### src/rtl/hazard_unit_pkg.sv
// Shared types for the hazard unit.
//   fwd_sel_t   : execute-stage ALU operand source select
//   RES_LOAD    : result_src encoding that marks a load
//   shadow_e_t  : execute-stage shadow fields
//   shadow_mw_t : memory/writeback-stage shadow fields
//   fwd_select  : forwarding priority function (M over W, x0 never forwards)
package hazard_unit_pkg;

    typedef enum logic [1:0] {
        FWD_REG = 2'b00,
        FWD_WB  = 2'b01,
        FWD_MEM = 2'b10
    } fwd_sel_t;

    localparam logic [1:0] RES_LOAD = 2'b01;

    typedef struct packed {
        logic [4:0] rs1;
        logic [4:0] rs2;
        logic [4:0] rd;
        logic       reg_write;
        logic       is_load;
    } shadow_e_t;

    typedef struct packed {
        logic [4:0] rd;
        logic       reg_write;
    } shadow_mw_t;

    // The memory stage holds the younger result, so it wins when both match.
    function automatic fwd_sel_t fwd_select(input logic [4:0]  rs_e,
                                            input shadow_mw_t m,
                                            input shadow_mw_t w);
        fwd_sel_t sel;
        sel = FWD_REG;
        if (rs_e != 5'd0 && m.reg_write && m.rd == rs_e)
            sel = FWD_MEM;
        else if (rs_e != 5'd0 && w.reg_write && w.rd == rs_e)
            sel = FWD_WB;
        return sel;
    endfunction

endpackage

### src/rtl/hazard_unit_if.sv
// Pipeline <-> hazard unit signal bundle.
//   master : pipeline side, drives decode fields and pc_src_e, receives controls
//   slave  : hazard unit side
interface hazard_unit_if;
    import hazard_unit_pkg::*;

    logic [4:0] rs1_d;
    logic [4:0] rs2_d;
    logic [4:0] rd_d;
    logic       reg_write_d;
    logic [1:0] result_src_d;
    logic       pc_src_e;
    fwd_sel_t   forward_a_e;
    fwd_sel_t   forward_b_e;
    logic       stall_f;
    logic       stall_d;
    logic       flush_d;
    logic       flush_e;

    modport master (
        output rs1_d, rs2_d, rd_d, reg_write_d, result_src_d, pc_src_e,
        input  forward_a_e, forward_b_e, stall_f, stall_d, flush_d, flush_e
    );

    modport slave (
        input  rs1_d, rs2_d, rd_d, reg_write_d, result_src_d, pc_src_e,
        output forward_a_e, forward_b_e, stall_f, stall_d, flush_d, flush_e
    );

endinterface

### src/rtl/hazard_unit_shadow_pipe.sv
// Shadow copy of the E/M/W destination-register state.
//   clk, rst     : clock, async active-high reset
//   rs1_d..is_load_d : decode-stage fields to capture into E
//   flush_e      : load a bubble (all zero) into E instead of the decode fields
//   e, m, w      : current shadow contents of each stage
module hazard_shadow_pipe
    import hazard_unit_pkg::*;
(
    input  logic       clk,
    input  logic       rst,
    input  logic [4:0] rs1_d,
    input  logic [4:0] rs2_d,
    input  logic [4:0] rd_d,
    input  logic       reg_write_d,
    input  logic       is_load_d,
    input  logic       flush_e,
    output shadow_e_t  e,
    output shadow_mw_t m,
    output shadow_mw_t w
);

    // NOTE: sequential state uses non-blocking assignments so E, M and W all
    // sample their predecessor's value from before the edge.
    always_ff @(posedge clk or posedge rst) begin
        if (rst) begin
            e <= '0;
            m <= '0;
            w <= '0;
        end else begin
            // A stalled instruction stays in D and sees a bubble ahead of it,
            // so it enters E exactly once, on the following cycle.
            if (flush_e)
                e <= '0;
            else
                e <= '{rs1: rs1_d, rs2: rs2_d, rd: rd_d,
                       reg_write: reg_write_d, is_load: is_load_d};
            m <= '{rd: e.rd, reg_write: e.reg_write};
            w <= m;
        end
    end

endmodule

### src/rtl/hazard_unit.sv
// Hazard detection and forwarding controller for the 5-stage RV32I pipeline.
//   clk, rst  : clock, async active-high reset
//   hz        : decode fields / pc_src_e in, forward/stall/flush controls out
//   clr_cnt   : synchronous clear of both performance counters
//   stall_cnt : saturating count of cycles with stall_d=1
//   flush_cnt : saturating count of cycles with pc_src_e=1
module hazard_unit
    import hazard_unit_pkg::*;
#(
    parameter int CNT_W = 32
) (
    input  logic             clk,
    input  logic             rst,
    hazard_unit_if.slave     hz,
    input  logic             clr_cnt,
    output logic [CNT_W-1:0] stall_cnt,
    output logic [CNT_W-1:0] flush_cnt
);

    shadow_e_t  sh_e;
    shadow_mw_t sh_m;
    shadow_mw_t sh_w;
    logic       lw_stall;
    logic       flush_e_int;

    hazard_shadow_pipe u_shadow (
        .clk         (clk),
        .rst         (rst),
        .rs1_d       (hz.rs1_d),
        .rs2_d       (hz.rs2_d),
        .rd_d        (hz.rd_d),
        .reg_write_d (hz.reg_write_d),
        .is_load_d   (hz.result_src_d == RES_LOAD),
        .flush_e     (flush_e_int),
        .e           (sh_e),
        .m           (sh_m),
        .w           (sh_w)
    );

    // NOTE: every output of this block gets a default first, so no path
    // through it can leave a signal unassigned and infer a latch.
    always_comb begin
        lw_stall       = 1'b0;
        hz.forward_a_e = fwd_select(sh_e.rs1, sh_m, sh_w);
        hz.forward_b_e = fwd_select(sh_e.rs2, sh_m, sh_w);
        if (sh_e.is_load && sh_e.rd != 5'd0 &&
            (sh_e.rd == hz.rs1_d || sh_e.rd == hz.rs2_d))
            lw_stall = 1'b1;
        // A taken branch discards the dependent instruction anyway, so the
        // PC must be free to load the target.
        hz.stall_f  = lw_stall && !hz.pc_src_e;
        hz.stall_d  = lw_stall && !hz.pc_src_e;
        hz.flush_d  = hz.pc_src_e;
        flush_e_int = lw_stall || hz.pc_src_e;
        hz.flush_e  = flush_e_int;
    end

    always_ff @(posedge clk or posedge rst) begin
        if (rst) begin
            stall_cnt <= '0;
            flush_cnt <= '0;
        end else if (clr_cnt) begin
            stall_cnt <= '0;
            flush_cnt <= '0;
        end else begin
            if (hz.stall_d && stall_cnt != '1)
                stall_cnt <= stall_cnt + 1'b1;
            if (hz.pc_src_e && flush_cnt != '1)
                flush_cnt <= flush_cnt + 1'b1;
        end
    end

endmodule

### src/flat_wrapper.sv
// flat-port wrapper written by rule: the top's interface ports become plain ports
module hazard_unit_flat import hazard_unit_pkg::*;
#(
    parameter int CNT_W = 32
)
  (clk, rst, clr_cnt, stall_cnt, flush_cnt, hz_rs1_d, hz_rs2_d, hz_rd_d, hz_reg_write_d, hz_result_src_d, hz_pc_src_e, hz_forward_a_e, hz_forward_b_e, hz_stall_f, hz_stall_d, hz_flush_d, hz_flush_e);
  hazard_unit_if hz_i ();
  input  logic clk;
  input  logic rst;
  input  logic clr_cnt;
  output logic [CNT_W-1:0] stall_cnt;
  output logic [CNT_W-1:0] flush_cnt;
  input wire logic [$bits(hz_i.rs1_d)-1:0] hz_rs1_d;
  input wire logic [$bits(hz_i.rs2_d)-1:0] hz_rs2_d;
  input wire logic [$bits(hz_i.rd_d)-1:0] hz_rd_d;
  input wire logic [$bits(hz_i.reg_write_d)-1:0] hz_reg_write_d;
  input wire logic [$bits(hz_i.result_src_d)-1:0] hz_result_src_d;
  input wire logic [$bits(hz_i.pc_src_e)-1:0] hz_pc_src_e;
  output wire logic [$bits(hz_i.forward_a_e)-1:0] hz_forward_a_e;
  output wire logic [$bits(hz_i.forward_b_e)-1:0] hz_forward_b_e;
  output wire logic [$bits(hz_i.stall_f)-1:0] hz_stall_f;
  output wire logic [$bits(hz_i.stall_d)-1:0] hz_stall_d;
  output wire logic [$bits(hz_i.flush_d)-1:0] hz_flush_d;
  output wire logic [$bits(hz_i.flush_e)-1:0] hz_flush_e;
  assign hz_i.rs1_d = hz_rs1_d;
  assign hz_i.rs2_d = hz_rs2_d;
  assign hz_i.rd_d = hz_rd_d;
  assign hz_i.reg_write_d = hz_reg_write_d;
  assign hz_i.result_src_d = hz_result_src_d;
  assign hz_i.pc_src_e = hz_pc_src_e;
  assign hz_forward_a_e = hz_i.forward_a_e;
  assign hz_forward_b_e = hz_i.forward_b_e;
  assign hz_stall_f = hz_i.stall_f;
  assign hz_stall_d = hz_i.stall_d;
  assign hz_flush_d = hz_i.flush_d;
  assign hz_flush_e = hz_i.flush_e;
  hazard_unit #(.CNT_W(CNT_W)) u_core (.clk(clk), .rst(rst), .hz(hz_i), .clr_cnt(clr_cnt), .stall_cnt(stall_cnt), .flush_cnt(flush_cnt));
endmodule
### config.mk
export PLATFORM = sky130hd
export DESIGN_NAME = hazard_unit_flat
export DESIGN_NICKNAME = d
export VERILOG_FILES = /design/src/rtl/hazard_unit_pkg.sv /design/src/rtl/hazard_unit_if.sv /design/src/rtl/hazard_unit_shadow_pipe.sv /design/src/rtl/hazard_unit.sv /design/src/flat_wrapper.sv
export SDC_FILE = /design/constraint.sdc
export NUM_CORES = 1
export LEC_CHECK = 0
export ABC_CLOCK_PERIOD_IN_PS = 3800
export CAP_MARGIN = 0
export CORE_ASPECT_RATIO = 1.5
export CORE_UTILIZATION = 52
export DETAILED_ROUTE_END_ITERATION = 12
export GPL_ROUTABILITY_DRIVEN = 1
export HOLD_SLACK_MARGIN = 0.02
export MAX_ROUTING_LAYER = met4
export PLACE_DENSITY_LB_ADDON = 0.1
export SYNTH_ARGS = -nofsm -noshare
export SYNTH_HDL_FRONTEND = slang
export SYNTH_SLANG_ARGS = --single-unit
### constraint.sdc
create_clock -name clk -period 3.8 [get_ports clk]
set_input_delay 0.38 -clock clk [delete_from_list [all_inputs] [get_ports clk]]
set_output_delay 0.38 -clock clk [all_outputs]
set_load 0.01 [all_outputs]
Word level (Yosys, flattened, before mapping). Index checks and enable logic that the tools add are counted.

Input bits: 22. Flip-flop bits (word level): 93.

Equal/unequal tests: 9. Add/sub/neg operators: 2. Muxes and demuxes: 10. Reductions and logical operators: 21.

Operators with widths (number): two-way mux 32 bit (4); adder 32 x 1 -> 32 bit, second input constant (2); inequality test 32 bit, second input constant (2); equality test 5 bit (6); two-way mux 17 bit (1); nonzero test 5 bit (3); logical AND 1 bit (13); two-way mux 2 bit (2); nonzero test 2 bit (2); two-way mux 1 bit (3); equality test 2 x 1 -> 1 bit, second input constant (1); logical OR 1 bit (2); zero test 1 bit (1).

Longest topological paths before layout.
Depth in word-level cells: 8. Gate-level depth with buffers: 8.

Hierarchy. A second synthesis with hierarchy kept.

Cells, all modules: 487. Area, all modules: 4723.3 um2.

By module, submodules not included: hazard_unit (area an instance 3858.7 um2, cells each 439, sequential area each 1601.5 um2, times used 1); hazard_shadow_pipe (area an instance 864.6 um2, cells each 48, sequential area each 725.7 um2, times used 1).

Worst setup path before layout. No wires, ideal clock.

Path type: flip-flop to flip-flop. Start: reg u_core.stall_cnt[3]. End: reg u_core.stall_cnt[29]. Setup slack: 1.539 ns. Buffers on the path: 1. Stages on the path, launching flop included: 7. Arrival: 2.183 ns. Data required time: 3.722 ns. Cell sequence: dfrtp_1 > nand4_2 > or4_1 > buf_2 > a211o_4 > or4_1 > a21oi_1.

Longest elaborated chain between the ends: 3. Elaborated cells between the ends (all ways): 6.

RTL lines: from (decl) (RTL line hazard_unit.sv:16) `output logic [CNT_W-1:0] stall_cnt,`; from (signal assigned) (RTL line hazard_unit.sv:67) `stall_cnt <= stall_cnt + 1'b1;`; adder 32 x 1 -> 32 bit or inequality test 32 bit (tied branches) (RTL line hazard_unit.sv:67, hazard_unit.sv:66); two-way mux 32 bit or logical AND 1 bit (tied branches) (RTL line hazard_unit.sv:66) `if (hz.stall_d && stall_cnt != '1)`; two-way mux 32 bit or nonzero test 2 bit (tied branches).

Several ways; a longest one is shown, not always the timed one. The select of a mux whose other input is x is not followed. A chain may end at the register's enable or synchronous reset.

Worst setup path after layout.
Start: reg u_core.u_shadow.e[6] (netlist bit). End: out hz_flush_e.

Longest elaborated chain between the ends: 5. Elaborated cells between the ends (all ways): 8.

RTL lines: from (decl) (RTL line hazard_unit_shadow_pipe.sv:17) `output shadow_e_t e,`; from (signal assigned) (RTL line hazard_unit_shadow_pipe.sv:35) `e <= '{rs1: rs1_d, rs2: rs2_d, rd: rd_d,`; equality test 5 bit or nonzero test 5 bit (tied branches) (RTL line hazard_unit.sv:47, hazard_unit.sv:46); logical OR 1 bit or logical AND 1 bit (tied branches) (RTL line hazard_unit.sv:47, hazard_unit.sv:46); logical AND 1 bit (*) (RTL line hazard_unit.sv:46) `if (sh_e.is_load && sh_e.rd != 5'd0 &&`; two-way mux 1 bit (*) (RTL line hazard_unit.sv:46); logical OR 1 bit (*) (RTL line hazard_unit.sv:54) `flush_e_int = lw_stall || hz.pc_src_e;`; to (decl) (RTL line flat_wrapper.sv:24) `output wire logic [$bits(hz_i.flush_e)-1:0] hz_flush_e;`.

Mark *: on every way between the ends. The rest lies on a longest branch, timed or not.

==> reports/results.tsv <==
metric	value	unit
Setup crit end kind	output pin	
CP max FO	17	
nets@finish	589	
final hold vios	0	
Power per Cell Area	352.0	nW/µm²
Synth Area in Simple Gates	0.2706	
Ys Warns	0	
startpoint class of the critical path	flop	
Max Freq	0.3118	GHz
clock latency on the worst-skew pair	0.34	ns
row cnt	41	
Max Buffers Root-to-Sink	2	
clock slew at reported path FFs	0.06	ns
Congestion Overflow GR	0	
number of diodes	0	
initial antenna violation count	0	
Post-CTS Hold Buffers	0	
WS Path Type	reg -> out	
Net Sw Frac	0.2167	
die area	9282	µm²
Resize count post-CTS	0	
global-route wire length before repair	18.45	mm
Avg WL per Cell	16.50	µm
Slew @ Worst Pin	0.7871	ns
drc violations	0	
clock share of power	0.447	
WL final	11.16	mm
I/O pins	94	
fillcell total	691	
drt initial violations	238	
Synth Register Bits	93	
largest net degree at the start of global routing	51	
Max-Slew Margin vs Limit	0.4728	
post-layout util	0.7006	
vias in the first global route	3821	
Comb pwr share	0.063	
Synth Cell Area	4624	µm²
mux share of post-synthesis cell area	0.006494	
status	finished, final reports clean	
RSZ-0062 raised after global routing	false	
gp weighted congestion	0.8071	
Worst VDD drop	0.0003381	V
register area	2327	µm²
sequential share of the synthesized area	0.5032	
Compound-Gate Fraction of Synth Area	0.06791	
worst path cell trace	or4_1 > o21ai_1 > nor2b_1 > nor2_1 > inv_1 > clkdlybuf4s50_1	
syn nets	496	
I/O Buffers	93	
Vias/cell	5.771	
largest stage delay on the critical path	0.60	ns
setup repair bufs after CTS	0	
total number of vias	3901	
area taken by multi-input logic gates	2198	µm²
Post-Syn Instances	472	
starting density of the core	0.5431	
final setup TNS	0	ns
fin. max-slew vios	0	
Final HPWL DP	7.873	mm
Antenna Nets Post-Route	0	
Pleak	2.354	nW
register share of total power	0.490	
CP bufs+invs	2	
Yosys cell types	45	
minimum clock period	3.207	ns
endpoints failing setup	0	
CTS root buf	clkbuf_16	
adder-cell share of the synthesized area	0.005411	
worst hold path type	reg -> reg	
Die W	79	µm
Fin Clk Skew	0.004899	ns
Crit-path slowest cell	nor2_1	
Num Clock Sinks	93	
Sw Pwr	455.1	µW
CTS Buf Count	9	
main combinational cell family by area after synthesis	simple AND/OR/NAND/NOR gates	
post-synthesis xor/xnor area fraction	0.1250	
gr usage total	0.2621	
H-tree depth	3	
Post-Syn Area per Cell	9.798	µm²
CP arrival	2.83	ns
P&R area growth vs syn	29.00	%
Die Span Y	117.5	µm
max_cap viols	0	
Tcrit/Tclk final	0.8439	
CTS tree	built	
layout cells sized above 1	0.04569	
Worst Path Required	3.42	ns
Top Family by Delay on Critical Path	simple AND/OR/NAND/NOR gates	
CORE AREA	8516	µm²
Pre-antenna DRT Iters	4	
Internal Power	1.645	mW
==> kinds of logic (layout without fill, tap and decap cells) <==
kind of cell / after synthesis / in the layout
xor+xnor: 66 / 66
flops: 93 / 93
fa+ha+maj: 2 / 2
simple gates: 229 / 229
mux: 3 / 3
compound gates: 55 / 55
buf+inv: 24 / 121
==> routing by layer <==
| metal | routed length (µm) | GRT usage | vias to the layer above |
|---|---|---|---|
| met5 | 0 | - | - |
| met3 | 434 | 0.04651 | 20 |
| li1 | - | - | 1860 |
| met1 | 4542 | 0.2943 | 1922 |
| met4 | 224 | 0.09432 | 0 |
| met2 | 5954 | 0.4580 | 99 |
==> power by group through the flow <==
stage / sequential, mW / combinational [mW] / clock [mW]
2_1_floorplan: 1.04 / 0.0778 / 0
3_3_place_gp: 1.05 / 0.129 / 0
3_5_place_dp: 1.05 / 0.133 / 0
4_1_cts: 1.03 / 0.134 / 0.952
5_1_grt: 1.03 / 0.145 / 0.987
6_report: 1.03 / 0.132 / 0.938
==> synthesized netlist by cell type (all sizes together) <==
| cell type | instances | share of area |
|---|---|---|
| and4 | 5 | 0.0095 |
| nor3 | 6 | 0.0065 |
| o211a | 1 | 0.0022 |
| o31ai | 6 | 0.0097 |
| or4 | 11 | 0.018 |
| and2 | 19 | 0.026 |
| or3 | 15 | 0.021 |
| nand4b | 2 | 0.0038 |
| o22ai | 1 | 0.0014 |
| o21ai | 18 | 0.019 |
| nor2b | 2 | 0.0027 |
| nand2b | 1 | 0.0014 |
| or4b | 1 | 0.0022 |
| xnor2 | 37 | 0.070 |
| clkbuf | 10 | 0.0081 |
| or3b | 1 | 0.0019 |
| nor4b | 2 | 0.0051 |
| a211oi | 1 | 0.0016 |
| buf | 4 | 0.0051 |
| nand2 | 33 | 0.027 |
| nand3b | 1 | 0.0016 |
| a21oi | 25 | 0.027 |
| nor3b | 1 | 0.0016 |
| a31oi | 2 | 0.0027 |
| ha | 2 | 0.0054 |
| dfrtp | 93 | 0.50 |
| mux2i | 3 | 0.0065 |
| a211o | 1 | 0.0038 |
| xor2 | 29 | 0.055 |
| nand3 | 28 | 0.030 |
| inv | 10 | 0.0081 |
| nor2 | 49 | 0.040 |
| nand4bb | 1 | 0.0024 |
| nand4 | 28 | 0.039 |
| and3 | 10 | 0.014 |
| or2 | 1 | 0.0014 |
| nor4 | 12 | 0.016 |
==> state kept, by name, indices dropped and copies added, names as in the netlist <==
name               cells
u_core.stall_cnt      32
u_core.u_shadow.w      6
u_core.u_shadow.e     17
u_core.u_shadow.m      6
u_core.flush_cnt      32
==> cell type report <==
type / instances / area share
Clock buffer: 11 / 0.03901
Clock inverter: 4 / 0.01237
Inverter: 10 / 0.006502
Multi-Input combinational cell: 355 / 0.3685
Sequential cell: 93 / 0.3901
Tap cell: 107 / 0.02244
Timing Repair Buffer: 96 / 0.1611
==> per-stage QoR <==
step | power, mW | hold WS (ns) | std cells | worst slack, ns | area, µm²
global placement | 1.176 | 0.3360 | 661 | 0.7743 | 5659
global route | 2.164 | 0.3667 | 676 | 0.2951 | 5966
floorplan | 1.121 | 0.3312 | 472 | 0.9997 | 4624
detailed placement | 1.181 | 0.3401 | 661 | 0.7159 | 5659
finish | 2.100 | 0.3570 | 676 | 0.5933 | 5966
CTS | 2.116 | 0.3563 | 676 | 0.5768 | 5966
==> layout by cell type, fill, tap and decap left out, types with 5 or more instances in the layout <==
cell type and count:
clkdlybuf4s50_1 92, or3_1 14, nand4_1 27, xor2_1 29
and4_1 5, nand2_1 33, dfrtp_1 93, nor3_1 6
clkbuf_16 9, a21oi_1 25, or4_1 9, nand3_1 28
o21ai_0 17, xnor2_1 37, nor2_1 49, and2_1 19
inv_1 8, o31ai_1 6, and3_1 10, nor4_1 12
==> path summary, 6_finish.rpt <==
path | cells after the start | to | slack, ns | start
worst max-delay path | 6 | hz_flush_e | 0.59 | u_core.u_shadow.e[6]
worst min-delay path | 0 | u_core.u_shadow.m[0] | 0.36 | u_core.u_shadow.e[1]
worst max register to register | 6 | u_core.stall_cnt[19] | 1.08 | u_core.u_shadow.e[6]
worst min register to register | 0 | u_core.u_shadow.m[0] | 0.36 | u_core.u_shadow.e[1]
max in group asynchronous | 3 | u_core.stall_cnt[8] | 2.60 | rst
min in group asynchronous | 2 | u_core.u_shadow.e[4] | 0.48 | rst
Power figures use the tool's default switching activity.
